[src/rtl/regfile_mp.sv]
// Multi-port integer register file with optional write-to-read bypass and a
// per-register busy scoreboard for tracking outstanding producers.
module regfile_mp #(
  parameter int XLEN     = 32,
  parameter int NREGS    = 32,
  parameter int NRD      = 2,
  parameter int NWR      = 1,
  parameter int ZERO_REG = 1,
  parameter int BYPASS   = 1,
  localparam int AW      = $clog2(NREGS)
) (
  input  logic                clk,
  input  logic                rst,
  input  logic [NRD*AW-1:0]   rn,
  output logic [NRD*XLEN-1:0] rd,
  output logic [NRD-1:0]      rbusy,
  input  logic [NWR-1:0]      we,
  input  logic [NWR*AW-1:0]   wn,
  input  logic [NWR*XLEN-1:0] wd,
  input  logic                iss_v,
  input  logic [AW-1:0]       iss_rd,
  output logic [NREGS-1:0]    busy_vec
);

  localparam bit ZR  = (ZERO_REG != 0);
  localparam bit BYP = (BYPASS != 0);

  logic [XLEN-1:0]  regs [NREGS];
  logic [NREGS-1:0] busy;
  logic [NREGS-1:0] set_vec;
  logic [NREGS-1:0] clr_vec;
  logic [NREGS-1:0] busy_next;

  genvar gi;

  // Per-register scoreboard update: a new issue outranks a same-cycle writeback.
  generate
    for (gi = 0; gi < NREGS; gi++) begin : g_sb
      logic hit;
      always_comb begin
        hit = 1'b0;
        for (int w = 0; w < NWR; w++) begin
          if (we[w] && (wn[w*AW +: AW] == AW'(gi))) hit = 1'b1;
        end
      end
      assign clr_vec[gi]   = hit;
      assign set_vec[gi]   = iss_v && (iss_rd == AW'(gi)) && !(ZR && (gi == 0));
      assign busy_next[gi] = set_vec[gi] ? 1'b1 : (clr_vec[gi] ? 1'b0 : busy[gi]);
    end
  endgenerate

  // Ascending port order makes the highest-index port win on address collisions.
  always_ff @(posedge clk or posedge rst) begin
    if (rst) begin
      for (int r = 0; r < NREGS; r++) regs[r] <= '0;
      busy <= '0;
    end else begin
      busy <= busy_next;
      for (int w = 0; w < NWR; w++) begin
        if (we[w] && !(ZR && (wn[w*AW +: AW] == '0))) begin
          regs[wn[w*AW +: AW]] <= wd[w*XLEN +: XLEN];
        end
      end
    end
  end

  generate
    for (gi = 0; gi < NRD; gi++) begin : g_rd
      logic [AW-1:0]   addr;
      logic [XLEN-1:0] data;
      assign addr = rn[gi*AW +: AW];
      always_comb begin
        data = regs[addr];
        if (BYP) begin
          for (int w = 0; w < NWR; w++) begin
            if (we[w] && (wn[w*AW +: AW] == addr)) data = wd[w*XLEN +: XLEN];
          end
        end
        // Reset must also mask bypassed write data that is still pending.
        if ((ZR && (addr == '0)) || rst) data = '0;
      end
      assign rd[gi*XLEN +: XLEN] = data;
      assign rbusy[gi] = busy[addr] & ~(BYP & clr_vec[addr]);
    end
  endgenerate

  assign busy_vec = busy;

endmodule

[config.mk]
export PLATFORM = sky130hd
export DESIGN_NAME = regfile_mp
export DESIGN_NICKNAME = d
export VERILOG_FILES = /design/src/rtl/regfile_mp.sv
export SDC_FILE = /design/constraint.sdc
export NUM_CORES = 2
export LEC_CHECK = 0
export CORE_MARGIN = 8
export CORE_UTILIZATION = 63
export CTS_BUF_LIST = sky130_fd_sc_hd__clkbuf_8
export DETAILED_ROUTE_END_ITERATION = 6
export HOLD_SLACK_MARGIN = 0.08
export PLACE_DENSITY = 0.77
export SETUP_SLACK_MARGIN = 0.1
export SYNTH_ARGS = -nofsm -noshare
export SYNTH_HDL_FRONTEND = slang
export SYNTH_SLANG_ARGS = --single-unit
[constraint.sdc]
create_clock -name clk -period 89.3 [get_ports clk]
set_input_delay 17.86 -clock clk [delete_from_list [all_inputs] [get_ports clk]]
set_output_delay 17.86 -clock clk [all_outputs]
set_load 0.02 [all_outputs]
## After elaboration in Yosys (flattened, before gate mapping)

Index checks and enable logic that the tools add are counted.

- Register bits: 1055
- Input port bits: 56
- Output and inout bits: 98
- Logic and storage cells: 359

- Order comparisons: 6
- Equal/unequal tests: 64
- Multiplexer cells: 115
- Bitwise gates (word level): 7
- Reductions and logical operators: 104

Operator list:

| kind | count |
|---|---|
| $bwmux W1024 | 1 |
| $bmux W32 S5 | 2 |
| $mux W32 | 9 |
| $demux W32 S5 | 1 |
| $eq A5 B5 Y1 const B | 32 |
| $mux W1 | 98 |
| $eq A5 B4 Y1 const B | 16 |
| $logic_and A1 B1 Y1 | 67 |
| $reduce_bool A2 Y1 | 31 |
| $eq A5 B3 Y1 const B | 8 |
| $bmux W1 S5 | 4 |
| $eq A5 B2 Y1 const B | 4 |
| $ge A6 B6 Y1 const B | 3 |
| $not A5 Y6 | 3 |
| $logic_not A5 Y1 | 3 |
| $lt A5 B6 Y1 const B | 2 |
| $eq A5 B1 Y1 const B | 2 |
| $eq A5 B5 Y1 | 2 |
| $lt A6 B1 Y1 const B | 1 |
| $and A1 B1 Y1 | 2 |
| $logic_or A1 B1 Y1 | 2 |
| $not A1 Y1 | 2 |
| $logic_not A1 Y1 | 1 |

## Logic depth before layout (Yosys ltp)

- Word-level depth: 7
- Depth in mapped cells: 9
- Mapped depth without buffers: 5

## Least setup slack after synthesis

No wires, ideal clock.

- Kind: input-to-output
- From: in rn[0]
- To: out rd[5]
- Data arrival time: 19.581 ns
- Required time: 71.440 ns
- Slack: 51.859 ns
- Stages: 8
- Buffers on the path: 4
- Cells stage by stage: buf_6 buf_12 buf_6 buf_2 mux4_2 mux2i_1 a21oi_1 a32o_1

- Cells in the longest elaborated chain, start to end: 6
- Elaborated cells on any way between the ends: 10
- Those cells by class: eq/ne: 1; mux: 5; bitwise: 1; reduce/logical: 3

RTL lines:

| element | RTL line | RTL |
|---|---|---|
| start, declared | 14 | `input logic [NRD*AW-1:0] rn,` |
| $not A5 Y6 (not written as such) | 73 | `data = regs[addr];` |
| $bmux W32 S5 | 73 |  |
| $mux W32 (not written as such) (2 in series) | 73 |  |
| $mux W32 | 76 | `if (we[w] && (wn[w*AW +: AW] == addr)) data = wd[w*XLEN +: XLEN];` |
| $mux W32 * | 80 | `if ((ZR && (addr == '0)) \|\| rst) data = '0;` |
| end, declared | 15 | `output logic [NRD*XLEN-1:0] rd,` |

Every way passes the cells marked *; elsewhere a longest branch is shown, timed or not. The select of a mux whose other input is x is not followed.

## Worst setup path after layout

- From: in rn[0]
- To: out rd[12]

The elaborated chain is that of the path after synthesis.

==> summary.md <==
| Metric | Value |
|---|---|
| Core area | `89500 um2` |
| Post-route setup TNS | `0 ps` |
| Synth top area share | `0.467` |
| Worst path arrival time | `around 22000 ps` |
| Insertion delay to the later sink of the worst-skew pair | `860 ps` |
| Sw Pwr | `0.401 mW` |
| Clk_skew | `0 ps` |
| Syn avg cell area | `15.1 um2` |
| Routed Antenna Nets | `0` |
| Status | `finished clean` |
| Total GRT Usage | `0.376` |
| Vias in the first global route | `approximately 40000` |
| Post-synthesis cell count | `between 3000 and 4000` |
| CP Launch Point | `rn[0]` |
| CTS buffer count | `173` |
| Unique masters post-synth | `64` |
| Critical path capture point | `rd[12]` |
| Hold Path Class | `reg -> reg` |
| CTS tree | `done` |
| # rows | `110` |
| Horiz. Die Dim | `316 um` |
| Final Total Pwr | `approximately 1.4 mW` |
| Sequential share of power | `0.469` |
| RSZ-0062 raised after global routing | `false` |
| Seq/Total Area, Yosys | `0.467` |
| Maximum VDD drop | `0.0164 mV` |
| Hold Fails Final Rpt | `0` |
| P_leak | `between 20 and 30 nW` |
| Worst-margin pin slew | `~1400 ps` |
| Area after DPL | `58500 um2` |
| CP Capture Type | `output port` |
| CP startpoint kind | `input port` |
| Hold_buf cts | `0` |
| Post-layout util | `0.692` |
| Final min period | `39840 ps` |
| Detailed Routing Iterations Pass 1 | `6` |
| Drt total wl | `186000 um` |
| Port bufs | `152` |
| MaxCap Viol Count | `0` |
| IO Count | `154` |
| Synth area leaders | `dfrtp_1 47%, mux2_2 20%, mux4_2 19%, mux2i_1 1.9%, mux4_1 1.5%` |
| Antenna violations before repair | `11` |
| Largest net degree at the start of global routing | `approximately 200` |
| Synth area leader | `dfrtp_1` |
| Detailed Place HPWL | `107000 um` |
| Clk network pwr share | `0.310` |
| Final setup viols | `0` |
| Total number of vias | `38800` |
| Worst r2r src | `busy_vec[10]` |
| Commonest non-fill, non-tap cells in the layout | `1055 x dfrtp_1, 1004 x mux2_2, 480 x mux4_2, 213 x clkbuf_8, 144 x clkdlybuf4s50_1` |
| Yosys Warn Count | `0` |
| CP Class | `in -> out` |
| Worst R2R Setup Slack | `88350 ps` |
| P&R area growth vs syn | `9.53%` |
| Starting DRT DRC Count | `5385` |
| Setup slack at placement | `slightly below 50000 ps` |
| Root Buffer | `clkbuf_8` |
| Dpl cells | `about 4800` |
| Clock slew at reported path FFs | `60 ps` |
| Finished Cell Area | `62000 um2` |
| RD Place Congestion | `between 0.8 and 0.9` |
| Clock sink count | `~1100` |
| Finished Layout Cells | `5070` |
| Worst hold slack | `approximately 400 ps` |
| Max transition margin | `0.0624` |
| Most common cell after layout, fill and taps aside | `dfrtp_1` |
| CP Max Fanout | `67` |
| Mapped Area | `56600 um2` |
| Clk buf depth | `3` |
| Synthesized flop and latch total | `1055` |
| Mapped Nets | `between 3000 and 4000` |
| Via density per instance | `between 7 and 8` |
| H-tree depth | `4` |
| R2R depth | `2` |
| Combinational Power Share | `0.221` |
| P per Cell Area | `approximately 22 nW/um2` |
| Async SR Flop Fraction | `1.00` |
| WL per Instance | `approximately 37 um` |
| Post-synth EDFFs | `0` |
| DRC | `0` |
| Postcts setup bufs | `0` |
| Fraction of layout cells with a size suffix above 1 | `0.485` |
| RR Endpoint | `busy_vec[10]` |
| Fin. max-slew vios | `0` |
| Required @ worst endpoint | `71440 ps` |
| Net count, final | `3807` |
| First-pass GRT wire length | `273000 um` |
| Internal | `0.970 mW` |
| Total grt overflow | `0` |
| Die Area | `99600 um2` |
| Switching Share | `0.292` |
| Resized cells post-CTS | `0` |
| Starting Density | `0.632` |
| Worst Setup Slack, final | `a little under 50000 ps` |
| Tcrit/Tclk final | `0.446` |
| Top FF cell, synth | `dfrtp_1` |
| Fmax | `roughly 25 MHz` |
| Die Ht | `around 320 um` |
[final cells by class]
type / instances / area, um2
clock inverters: 96 / 522
flip-flops and latches: 1055 / 26400
multi-input cells: 2265 / 28300
diodes: 9 / 22.5
well taps: 1176 / 1470
fillers: 5903 / 27500
clock buffers: 213 / 2930
inverters: 8 / 37.5
repair buffers: 248 / 2280
[cells in the mapped netlist, drive strengths merged, types with 12 or more instances]
| master | instances |
|---|---|
| nor2b | 18 |
| mux2i | 110 |
| a22oi | 81 |
| dfrtp | 1055 |
| clkbuf | 201 |
| mux4 | 513 |
| nand3 | 52 |
| a211oi | 22 |
| a221oi | 14 |
| a32o | 34 |
| mux2 | 1004 |
| nand2 | 81 |
| nand2b | 12 |
| o21ai | 47 |
| buf | 228 |
| a21oi | 42 |
| nor2 | 40 |
| o22ai | 53 |
| nor3 | 16 |
| a22o | 31 |
[how the worst min path moves through the flow]
stage / endpoint / start / cells past startpoint / slack (ps)
floorplan: regs[1012] / regs[1012] / 1 / 440
global placement: regs[1000] / regs[1000] / 0 / 380
detailed placement: regs[1018] / regs[1018] / 0 / 380
CTS: regs[1018] / regs[1018] / 0 / 400
global route: regs[1019] / regs[1019] / 0 / 400
finish: regs[1019] / regs[1019] / 0 / 390
[state kept, by name (all words and copies together) (netlist names)]
register and cells:
busy_vec 31, regs 1024
[cell families after synthesis]
kind of cell / count (synthesis) / synth area share
muxes: 1627 / 0.426
DFF: 1055 / 0.467
buffers and inverters: 437 / 0.0367
AOI/OAI and AO/OA: 371 / 0.0471
and+or+nand+nor: 256 / 0.0220
xor gates and xnor gates: 10 / 0.00155
other: 1 / 0.0000663
[critical path, cell delays in order]
cell and delay (ps):
buf_8 620, buf_4 830, buf_4 700, mux4_2 590, o22ai_1 230, a21oi_1 70, a32o_1 370, clkdlybuf4s50_1 580
[routing by layer]
| metal | GRT usage | part of all wire |
|---|---|---|
| met1 | 0.485 | 0.36 |
| met2 | 0.552 | 0.45 |
| met3 | 0.133 | 0.13 |
| met4 | 0.219 | 0.066 |
| met5 | 0 | 0.00048 |
[power groups by stage]
stage | combinational (mW) | clock, mW | sequential [mW]
after floorplan | 0.227 | 0 | 0.625
after global placement | 0.288 | 0 | 0.633
after detailed placement | 0.300 | 0 | 0.646
after CTS | 0.301 | 0.428 | 0.638
after global routing | 0.319 | 0.449 | 0.652
final | 0.303 | 0.425 | 0.643
(Power assumes the default switching activity.)
